<file path="config.mk">
export PLATFORM = sky130hd
export DESIGN_NAME = alu_arbiter_flat
export DESIGN_NICKNAME = d
export VERILOG_FILES = /design/src/rtl/alu_arbiter_pkg.sv /design/src/rtl/alu_arbiter_if.sv /design/src/rtl/alu_arbiter_rr_arbiter_2.sv /design/src/rtl/alu_arbiter.sv /design/src/flat_wrapper.sv
export SDC_FILE = /design/constraint.sdc
export NUM_CORES = 1
export LEC_CHECK = 0
export CORE_MARGIN = 4
export CORE_UTILIZATION = 38
export DETAILED_ROUTE_END_ITERATION = 16
export GPL_ROUTABILITY_DRIVEN = 0
export MAX_ROUTING_LAYER = met4
export PLACE_DENSITY_LB_ADDON = 0.12
export REMOVE_ABC_BUFFERS = 1
export SYNTH_ARGS = -nofsm -noshare
export SYNTH_HDL_FRONTEND = slang
export SYNTH_SLANG_ARGS = --single-unit
export TNS_END_PERCENT = 30
</file>
<file path="constraint.sdc">
create_clock -name clk -period 2.3 [get_ports clk]
set_clock_uncertainty 0.15 [all_clocks]
set_input_delay 0.46 -clock clk [delete_from_list [all_inputs] [get_ports clk]]
set_output_delay 0.46 -clock clk [all_outputs]
set_load 0.03 [all_outputs]
</file>
<file path="src/rtl/alu_arbiter_pkg.sv">
// Shared definitions for the ALU arbiter slice (package alu_pkg).
// ALU control codes, FSM state encoding and default bus widths.
package alu_pkg;

    localparam int unsigned DEFAULT_DATA_WIDTH = 32;
    localparam int unsigned DEFAULT_CTRL_WIDTH = 4;

    // ALU control codes; the arbiter forwards them untouched
    localparam logic [3:0] ALU_AND     = 4'b0000;
    localparam logic [3:0] ALU_OR      = 4'b0001;
    localparam logic [3:0] ALU_ADD     = 4'b0010;
    localparam logic [3:0] ALU_OP_0100 = 4'b0100;
    localparam logic [3:0] ALU_OP_0101 = 4'b0101;
    localparam logic [3:0] ALU_SUB     = 4'b0110;

    typedef enum logic [1:0] {
        IDLE = 2'd0,
        EXEC = 2'd1,
        RESP = 2'd2
    } arb_state_t;

endpackage

</file>
<file path="src/rtl/alu_arbiter_if.sv">
// Requester-side bus of the ALU arbiter: two request and two response
// valid/ready channels plus the shared response payload.
//   master : requester view (drives requests, consumes responses)
//   slave  : arbiter view
interface alu_arbiter_if
    import alu_pkg::*;
#(
    parameter int unsigned DATA_WIDTH = DEFAULT_DATA_WIDTH,
    parameter int unsigned CTRL_WIDTH = DEFAULT_CTRL_WIDTH
);
    logic                  req_valid_0;
    logic                  req_valid_1;
    logic                  req_ready_0;
    logic                  req_ready_1;
    logic [DATA_WIDTH-1:0] req_operand_a_0;
    logic [DATA_WIDTH-1:0] req_operand_a_1;
    logic [DATA_WIDTH-1:0] req_operand_b_0;
    logic [DATA_WIDTH-1:0] req_operand_b_1;
    logic [CTRL_WIDTH-1:0] req_control_0;
    logic [CTRL_WIDTH-1:0] req_control_1;
    logic                  resp_valid_0;
    logic                  resp_valid_1;
    logic                  resp_ready_0;
    logic                  resp_ready_1;
    logic [DATA_WIDTH-1:0] resp_result;
    logic                  resp_zero;

    modport master (
        output req_valid_0, req_valid_1,
        output req_operand_a_0, req_operand_a_1,
        output req_operand_b_0, req_operand_b_1,
        output req_control_0, req_control_1,
        output resp_ready_0, resp_ready_1,
        input  req_ready_0, req_ready_1,
        input  resp_valid_0, resp_valid_1,
        input  resp_result, resp_zero
    );

    modport slave (
        input  req_valid_0, req_valid_1,
        input  req_operand_a_0, req_operand_a_1,
        input  req_operand_b_0, req_operand_b_1,
        input  req_control_0, req_control_1,
        input  resp_ready_0, resp_ready_1,
        output req_ready_0, req_ready_1,
        output resp_valid_0, resp_valid_1,
        output resp_result, resp_zero
    );

endinterface

</file>
<file path="src/rtl/alu_arbiter_rr_arbiter_2.sv">
// Two-way round-robin grant, purely combinational.
//   req     : request vector (bit n = port n)
//   pointer : preferred port when both request
//   enable  : gates all grants
//   grant   : one-hot grant
module rr_arbiter_2 (
    input  logic [1:0] req,
    input  logic       pointer,
    input  logic       enable,
    output logic [1:0] grant
);

    always_comb begin
        grant = 2'b00;
        if (enable) begin
            if (req[0] && (!req[1] || !pointer)) begin
                grant[0] = 1'b1;
            end else if (req[1]) begin
                grant[1] = 1'b1;
            end
        end
    end

endmodule

</file>
<file path="src/rtl/alu_arbiter.sv">
// Shares one ALU between the execute stage (port 0) and the branch/address
// unit (port 1). Round-robin grant, one operation in flight, result captured
// ALU_LATENCY cycles after the operands are driven.
// Ports:
//   clk, reset_n         : clock, asynchronous active-low reset
//   bus (slave)          : request/response handshakes and shared response
//   alu_read_data1/2     : operands to the ALU
//   alu_control_signal   : operation code to the ALU
//   alu_result/zero_bit  : ALU outputs
//   stat_*               : handshake/conflict counters (only with ALU_ARB_STATS_EN)
module alu_arbiter
    import alu_pkg::*;
#(
    parameter int unsigned DATA_WIDTH  = DEFAULT_DATA_WIDTH,
    parameter int unsigned CTRL_WIDTH  = DEFAULT_CTRL_WIDTH,
    parameter int unsigned ALU_LATENCY = 1
) (
    input  logic                  clk,
    input  logic                  reset_n,
    alu_arbiter_if.slave          bus,
    output logic [DATA_WIDTH-1:0] alu_read_data1,
    output logic [DATA_WIDTH-1:0] alu_read_data2,
    output logic [CTRL_WIDTH-1:0] alu_control_signal,
    input  logic [DATA_WIDTH-1:0] alu_result,
    input  logic                  alu_zero_bit
`ifdef ALU_ARB_STATS_EN
    ,
    output logic [31:0]           stat_grants_0,
    output logic [31:0]           stat_grants_1,
    output logic [31:0]           stat_conflicts
`endif
);

    localparam int unsigned CNT_W = 3;

    arb_state_t            state;
    logic                  rr_pointer;
    logic                  resp_id;
    logic [CNT_W-1:0]      wait_cnt;
    logic [1:0]            grant;
    logic                  resp_valid_0;
    logic                  resp_valid_1;
    logic [DATA_WIDTH-1:0] resp_result;
    logic                  resp_zero;

    // reset_n in the enable keeps req_ready low while reset is asserted
    rr_arbiter_2 u_rr (
        .req     ({bus.req_valid_1, bus.req_valid_0}),
        .pointer (rr_pointer),
        .enable  ((state == IDLE) && reset_n),
        .grant   (grant)
    );

    assign bus.req_ready_0  = grant[0];
    assign bus.req_ready_1  = grant[1];
    assign bus.resp_valid_0 = resp_valid_0;
    assign bus.resp_valid_1 = resp_valid_1;
    assign bus.resp_result  = resp_result;
    assign bus.resp_zero    = resp_zero;

    // Arbitration FSM; the holding registers drive the ALU directly
    always_ff @(posedge clk or negedge reset_n) begin
        if (!reset_n) begin
            state              <= IDLE;
            rr_pointer         <= 1'b0;
            resp_id            <= 1'b0;
            wait_cnt           <= '0;
            resp_valid_0       <= 1'b0;
            resp_valid_1       <= 1'b0;
            resp_result        <= '0;
            resp_zero          <= 1'b0;
            alu_read_data1     <= '0;
            alu_read_data2     <= '0;
            alu_control_signal <= '0;
        end else begin
            case (state)
                IDLE: begin
                    if (|grant) begin
                        alu_read_data1     <= grant[1] ? bus.req_operand_a_1 : bus.req_operand_a_0;
                        alu_read_data2     <= grant[1] ? bus.req_operand_b_1 : bus.req_operand_b_0;
                        alu_control_signal <= grant[1] ? bus.req_control_1   : bus.req_control_0;
                        resp_id            <= grant[1];
                        rr_pointer         <= ~grant[1];
                        wait_cnt           <= CNT_W'(ALU_LATENCY - 1);
                        state              <= EXEC;
                    end
                end
                EXEC: begin
                    if (wait_cnt == '0) begin
                        resp_result  <= alu_result;
                        resp_zero    <= alu_zero_bit;
                        resp_valid_0 <= ~resp_id;
                        resp_valid_1 <= resp_id;
                        state        <= RESP;
                    end else begin
                        wait_cnt <= wait_cnt - 1'b1;
                    end
                end
                RESP: begin
                    if ((resp_valid_0 && bus.resp_ready_0) || (resp_valid_1 && bus.resp_ready_1)) begin
                        resp_valid_0 <= 1'b0;
                        resp_valid_1 <= 1'b0;
                        state        <= IDLE;
                    end
                end
                default: begin
                    state <= IDLE;
                end
            endcase
        end
    end

`ifdef ALU_ARB_STATS_EN
    // Free-running wrap-around counters, cleared only by reset
    always_ff @(posedge clk or negedge reset_n) begin
        if (!reset_n) begin
            stat_grants_0  <= '0;
            stat_grants_1  <= '0;
            stat_conflicts <= '0;
        end else begin
            if (grant[0]) begin
                stat_grants_0 <= stat_grants_0 + 32'd1;
            end
            if (grant[1]) begin
                stat_grants_1 <= stat_grants_1 + 32'd1;
            end
            if ((state == IDLE) && bus.req_valid_0 && bus.req_valid_1) begin
                stat_conflicts <= stat_conflicts + 32'd1;
            end
        end
    end
`endif

endmodule

</file>
<file path="src/flat_wrapper.sv">
// flat-port wrapper written by rule: the top's interface ports become plain ports
module alu_arbiter_flat import alu_pkg::*;
#(
    parameter int unsigned DATA_WIDTH  = DEFAULT_DATA_WIDTH,
    parameter int unsigned CTRL_WIDTH  = DEFAULT_CTRL_WIDTH,
    parameter int unsigned ALU_LATENCY = 1
)
  (clk, reset_n, alu_read_data1, alu_read_data2, alu_control_signal, alu_result, alu_zero_bit, bus_req_valid_0, bus_req_valid_1, bus_req_operand_a_0, bus_req_operand_a_1, bus_req_operand_b_0, bus_req_operand_b_1, bus_req_control_0, bus_req_control_1, bus_resp_ready_0, bus_resp_ready_1, bus_req_ready_0, bus_req_ready_1, bus_resp_valid_0, bus_resp_valid_1, bus_resp_result, bus_resp_zero);
  alu_arbiter_if #(.DATA_WIDTH(DATA_WIDTH), .CTRL_WIDTH(CTRL_WIDTH)) bus_i ();
  input  logic clk;
  input  logic reset_n;
  output logic [DATA_WIDTH-1:0] alu_read_data1;
  output logic [DATA_WIDTH-1:0] alu_read_data2;
  output logic [CTRL_WIDTH-1:0] alu_control_signal;
  input  logic [DATA_WIDTH-1:0] alu_result;
  input  logic alu_zero_bit;
  input wire logic [$bits(bus_i.req_valid_0)-1:0] bus_req_valid_0;
  input wire logic [$bits(bus_i.req_valid_1)-1:0] bus_req_valid_1;
  input wire logic [$bits(bus_i.req_operand_a_0)-1:0] bus_req_operand_a_0;
  input wire logic [$bits(bus_i.req_operand_a_1)-1:0] bus_req_operand_a_1;
  input wire logic [$bits(bus_i.req_operand_b_0)-1:0] bus_req_operand_b_0;
  input wire logic [$bits(bus_i.req_operand_b_1)-1:0] bus_req_operand_b_1;
  input wire logic [$bits(bus_i.req_control_0)-1:0] bus_req_control_0;
  input wire logic [$bits(bus_i.req_control_1)-1:0] bus_req_control_1;
  input wire logic [$bits(bus_i.resp_ready_0)-1:0] bus_resp_ready_0;
  input wire logic [$bits(bus_i.resp_ready_1)-1:0] bus_resp_ready_1;
  output wire logic [$bits(bus_i.req_ready_0)-1:0] bus_req_ready_0;
  output wire logic [$bits(bus_i.req_ready_1)-1:0] bus_req_ready_1;
  output wire logic [$bits(bus_i.resp_valid_0)-1:0] bus_resp_valid_0;
  output wire logic [$bits(bus_i.resp_valid_1)-1:0] bus_resp_valid_1;
  output wire logic [$bits(bus_i.resp_result)-1:0] bus_resp_result;
  output wire logic [$bits(bus_i.resp_zero)-1:0] bus_resp_zero;
  assign bus_i.req_valid_0 = bus_req_valid_0;
  assign bus_i.req_valid_1 = bus_req_valid_1;
  assign bus_i.req_operand_a_0 = bus_req_operand_a_0;
  assign bus_i.req_operand_a_1 = bus_req_operand_a_1;
  assign bus_i.req_operand_b_0 = bus_req_operand_b_0;
  assign bus_i.req_operand_b_1 = bus_req_operand_b_1;
  assign bus_i.req_control_0 = bus_req_control_0;
  assign bus_i.req_control_1 = bus_req_control_1;
  assign bus_i.resp_ready_0 = bus_resp_ready_0;
  assign bus_i.resp_ready_1 = bus_resp_ready_1;
  assign bus_req_ready_0 = bus_i.req_ready_0;
  assign bus_req_ready_1 = bus_i.req_ready_1;
  assign bus_resp_valid_0 = bus_i.resp_valid_0;
  assign bus_resp_valid_1 = bus_i.resp_valid_1;
  assign bus_resp_result = bus_i.resp_result;
  assign bus_resp_zero = bus_i.resp_zero;
  alu_arbiter #(.DATA_WIDTH(DATA_WIDTH), .CTRL_WIDTH(CTRL_WIDTH), .ALU_LATENCY(ALU_LATENCY)) u_core (.clk(clk), .reset_n(reset_n), .bus(bus_i), .alu_read_data1(alu_read_data1), .alu_read_data2(alu_read_data2), .alu_control_signal(alu_control_signal), .alu_result(alu_result), .alu_zero_bit(alu_zero_bit));
endmodule
</file>
After elaboration in Yosys (flattened, before gate mapping) --
Index checks and enable logic that the tools add are counted.
Word-level totals: word-level logic and storage cells 57, register bits after elaboration 110, bits of input ports 175
Operators by class: reductions and logical operators 18, equality and inequality tests 6, $add $sub $neg 1, muxes and demuxes 19, bitwise gates (word level) 2
Operators by type and width (count):
- $mux W32 | 2
- $reduce_and A3 Y1 | 3
- $mux W2 | 4
- $mux W1 | 6
- $mux W3 | 2
- $pmux W2 S3 | 1
- $pmux W3 S2 | 1
- $logic_and A1 B1 Y1 | 4
- $mux W4 | 1
- $ne A2 B1 Y1 const B | 2
- $ne A2 B2 Y1 const B | 2
- $pmux W1 S2 | 2
- $reduce_and A2 Y1 | 2
- $reduce_bool A2 Y1 | 2
- $logic_not A3 Y1 | 1
- $sub A3 B1 Y3 const B | 1
- $eq A2 B1 Y1 const B | 1
- $eq A2 B2 Y1 const B | 1
- $logic_not A1 Y1 | 2
- $logic_not A2 Y1 | 1
- $logic_or A1 B1 Y1 | 2
- $not A1 Y1 | 2
- $reduce_or A2 Y1 | 1

Logic depth before layout (Yosys ltp) --
Gate-level depths: netlist of the first run.
depth after elaboration 8, gate-level depth with buffers 9, gate-level depth less buffers 6

Cells and area by module --
From an unflattened synthesis of the first run, not the netlist that was laid out.
Unflattened totals: cells, all modules 345, area, all modules 4647.0 sq um
Modules (own cells, without submodules):
- alu_arbiter | cells each 340, times used 1, seq. area each 2752.6 sq um, area each 4625.7 sq um
- rr_arbiter_2 | cells each 5, times used 1, seq. area each 0.0 sq um, area each 21.3 sq um

Least setup slack after synthesis of the first run --
No wires, ideal clock.
path type register -> output, start point register u_core.state[0], end point output port bus_req_ready_1, buffers on the path 3, arrival 1395 ps, data required time 1690 ps, path slack 295 ps, cell stages (with the launch flop) 8, path through dfrtp_1 inv_1 ha_1 buf_2 nand3_1 a21oi_2 buf_4 buf_4
On the way: longest elaborated chain between the ends 3
RTL lines:
- start: declaration | RTL line alu_arbiter.sv:36 | arb_state_t state;
- start signal: assignment | RTL line alu_arbiter.sv:64 | state <= IDLE;
- start signal: assignment | RTL line alu_arbiter.sv:85 | state <= EXEC;
- start signal: assignment | RTL line alu_arbiter.sv:94 | state <= RESP;
- $logic_not A2 Y1 | RTL line alu_arbiter.sv:50 | .enable ((state == IDLE) && reset_n),
- $logic_and A1 B1 Y1 | RTL line alu_arbiter.sv:50
- $mux W2 | RTL line alu_arbiter_rr_arbiter_2.sv:15 | if (enable) begin
- end: declaration | RTL line flat_wrapper.sv:28 | output wire logic [$bits(bus_i.req_ready_1)-1:0] bus_req_ready_1;
No other way between the ends.

Worst setup path in the final report of the first run --
Same ends and word-level chain as after synthesis.

==> run summary, run 1 <==
The flow ran to the end, and the final reports show no timing, DRC or antenna violations. After layout, the minimum clock period comes to 2.23 ns. The tools report the via count of the first global-routing pass as 4778. Entering global routing, the biggest net connects 78 pins.

The number of diodes added for antenna fixing was 0. Global routing finished with a remaining overflow of 0. The root buffer cell chosen for the clock tree is clkbuf_16. The number of endpoints failing setup at the final stage came out at 0. The cell area after placement was 7680 um2; the proportion of power drawn by combinational gates was 0.543. The relative max-transition margin is 0.362.

The critical path is of the flop to primary output type. In this run the deepest clock path goes through 2 buffers. The tools report the number of clock buffers inserted by TritonCTS as 9. The x dimension of the die came out at 119 um. Antenna violation net count after detailed routing: 0.

The die is 119 um tall. In this run the count of I/O pins placed on the die edge is 280. In this run, distinct cell masters in the synthesized netlist total 29. After synthesis, the largest family of logic cells by area is compound AO/OA/AOI/OAI gates. The first detailed-routing pass took 4 iterations. For the worst setup path, the data arrival time is 1.62 ns.

For the number of DRC violations after detailed routing, the log shows 0. For this run, the post-layout net count is 890. For the pin with the worst max-slew slack, the measured transition is 0.956 ns.

Wires add up to 15500 um. For this design the ratio of total power to cell area is 1380 nW/um2. The most critical setup path has its startpoint at u_core.state[0]. The clock share of power was 0.152; the starting utilization of the core area was 0.387.

The data required time at the worst endpoint was 1.69 ns; the ratio of cells with drive above 1 in the final layout was 0.110. The final cycle utilization of the critical path is 0.968, and the overall die area is 14100 um2. The run gives 0.35 ns as the clock insertion delay at the later pin of the skew report. The leakage power summed over all cells was 3.53 nW; the setup slack after placement was 0.0181 ns.

The share of cell area taken by muxes after synthesis was 0.0996; the final HPWL from detailed placement was 11900 um. Switching share of power: 0.415. STA classifies the critical path startpoint as a flop. The clock net in this run drives a total of 110 sinks. The synthesized flop and latch total is 110.

The setup slack after layout was 0.0733 ns; the first-pass GRT wire length was 24600 um. In this run the core area contains 40 standard-cell rows. The worst ir drop on vdd is 0.691 mV, and the initial antenna violation count is 0. Max-cap violations in this run came to 0. The ratio of routed vias to standard cells is 5.01. The average instance in the mapped netlist occupies 10.9 um2. Of all nets on the critical path, the largest fanout is 3.

The post-synthesis share of cell area spent on xor and xnor gates came out at 0. For this run, the number of Yosys warnings is 0. After floorplanning, the core was sized to cover 12000 um2. Once layout is done, the placed cells without fillers occupy 8030 um2.

After detailed routing, the average wire length per cell comes to 18.0 um. The detailed router finished its first iteration with 244 violations. Element type at the critical path end: a primary output. The fraction of the mapped netlist area in simple logic gates is 0.121.

The global router's overall resource usage was 0.229. The internal power of the cells totals 0.00648 W. The area overhead of the layout relative to synthesis is 72.7%. Setup repair after global routing left no endpoint under its margin.

The maximum operating frequency is 449 MHz, and the total net switching power is 0.00460 W. Clock-pin slew was measured on the worst setup and hold paths at 0.08 ns. The path class of the tightest hold or removal check is input pin to async pin. After technology mapping, the gate count stands at 425. The run gives 0.305 as the power share of the sequential group.

The share of the synthesized area in compound gates (AO/OA/AOI/OAI) works out to 0.134. Port buffering added 279 buffers. The number of H-tree levels was 3. Number of pins exceeding their max-slew limit in the final report: 0. TritonCTS built the clock tree.

The adder and majority gate portion of the synthesized area works out to 0.0135. Summing over every cut layer, the via total after detailed routing is 4322. Startpoint of the worst register-to-register path: u_core.state[0].

The synthesized netlist occupies a cell area of 4650 um2. For this design, the CTS-stage hold fixing added 0 buffers. The number of hold-slack violations in the final timing report was 0; the part of the Yosys area used for sequential elements was 0.592.
Yosys cell counts (all sizes together):
cell     instances  area [um2]
a21oi            7        42.5
a22oi           61         458
a2bb2oi          1        8.76
a31oi            1        6.26
a41oi            1        8.76
and2             1        6.26
and3             1        6.26
buf             20         126
clkbuf           7        27.5
dfrtp          110        2750
ha               5        62.6
inv              9        33.8
mux2            34         383
mux2i            8        80.1
nand2          132         495
nand2b           1        6.26
nand3            3        15.0
nand3b           1        7.51
nand4b           1        8.76
nor2             2        7.51
nor3b            1        7.51
o211ai           1        7.51
o21ai           16        80.1
o2bb2ai          1        8.76
metal layers:
| layer | track usage | wire length [um] | vias to the layer above | share of wire |
|---|---|---|---|---|
| met5 | - | 0 | - | 0 |
| met4 | 0.0949 | 534 | 0 | 0.034 |
| met2 | 0.383 | 7570 | 206 | 0.49 |
| met3 | 0.0699 | 1320 | 34 | 0.085 |
| met1 | 0.254 | 6100 | 2052 | 0.39 |
| li1 | - | - | 2030 | - |
final cells by class:
| type | instances | area (um2) |
|---|---|---|
| Tap cell | 147 | 184 |
| Inverter | 9 | 33.8 |
| Clock inverter | 7 | 97.6 |
| Fill cell | 971 | 3990 |
| Clock buffer | 9 | 225 |
| Multi-Input combinational cell | 279 | 1730 |
| Sequential cell | 110 | 2750 |
| Timing Repair Buffer | 301 | 3000 |
cells in the final DEF, fill, tap and decap left out, drive strengths merged:
| cell type | count |
|---|---|
| nand3b | 1 |
| clkdlybuf4s50 | 276 |
| a2bb2oi | 1 |
| bufinv | 2 |
| inv | 10 |
| nand3 | 3 |
| nand4b | 1 |
| nor2 | 2 |
| mux2i | 8 |
| nor3b | 1 |
| mux2 | 34 |
| a31oi | 1 |
| a21oi | 7 |
| a41oi | 1 |
| and3 | 1 |
| o21ai | 16 |
| o211ai | 1 |
| a22oi | 61 |
| o2bb2ai | 1 |
| clkbuf | 9 |
| buf | 25 |
| nand2 | 132 |
| clkinvlp | 2 |
| nand2b | 1 |
| ha | 5 |
| dfrtp | 110 |
| clkinv | 2 |
| and2 | 1 |
power by group through the flow:
stage | Clock, W | Sequential [W] | Combinational [W]
after floorplan | 0 | 0.00511 | 0.00152
after global placement | 0 | 0.00337 | 0.00594
after detailed placement | 0 | 0.00341 | 0.00603
after CTS | 0.00172 | 0.00339 | 0.00607
after global routing | 0.00180 | 0.00351 | 0.00639
final | 0.00168 | 0.00338 | 0.00601
flip-flops by register name, summed over array words and instances, names as in the netlist:
signal,count
u_core.alu_read_data2,32
u_core.resp_id,1
u_core.state,2
u_core.bus.resp_result,32
u_core.bus.resp_zero,1
u_core.rr_pointer,1
u_core.wait_cnt,3
u_core.bus.resp_valid_0,1
u_core.alu_read_data1,32
u_core.alu_control_signal,4
u_core.bus.resp_valid_1,1
logic make-up after synthesis:
kind of cell | count (synthesis)
buffers and inverters | 36
AND/OR/NAND/NOR | 143
flip-flops | 110
adder cells (fa/ha/maj) | 5
AO/OA/AOI/OAI | 89
multiplexers | 42
stage by stage:
stage	TNS (ns)	utilization	cells	hold WS [ns]	total power (W)
global route	0	0.668	862	0.0683	0.0117
detailed placement	0	0.639	844	0.313	0.00944
floorplan	-71.55	-	398	0.0144	0.00662
finish	0	0.668	862	0.0251	0.0111
global placement	0	0.639	844	0.309	0.00931
CTS	0	0.668	862	0.0380	0.0112
timing repair:
| item | in CTS | in global routing |
|---|---|---|
| pin swaps | 0 | 0 |
| setup buffers | 2 | 0 |
| gates resized for setup | 1 | 2 |
| setup endpoints to repair | 2 | 2 |
| endpoints found under the hold margin | 0 | 0 |
path summary, 6_finish.rpt:
| check | end | slack [ns] | depth (start not counted) |
|---|---|---|---|
| setup reg to reg | u_core.alu_read_data2[29] | 0.25 | 8 |
| max in group asynchronous | u_core.alu_read_data1[19] | 1.14 | 2 |
| min in group clk | u_core.resp_id | 0.31 | 3 |
| setup / recovery | bus_req_ready_1 | 0.07 | 5 |
| hold reg to reg | u_core.alu_read_data1[5] | 0.32 | 2 |
| hold / removal | u_core.bus.resp_valid_1 | 0.03 | 2 |
critical path, stage by stage, from the launching register on:
cell and delay (ns):
dfrtp_1 0.41, inv_1 0.10, ha_2 0.22, nand3_2 0.13, a21oi_4 0.21, buf_4 0.20
No activity file was read; power rests on OpenSTA's default activity.
==> run 2: changes to the inputs <==
--- a/config.mk
+++ b/config.mk
@@ -7,6 +7,7 @@
 export LEC_CHECK = 0
 export CORE_MARGIN = 4
 export CORE_UTILIZATION = 38
+export CTS_CLUSTER_SIZE = 20
 export DETAILED_ROUTE_END_ITERATION = 16
 export GPL_ROUTABILITY_DRIVEN = 0
 export MAX_ROUTING_LAYER = met4
==> results of run 2 <==
No change in the layout: final DEF, timing and power equal those of run 1.
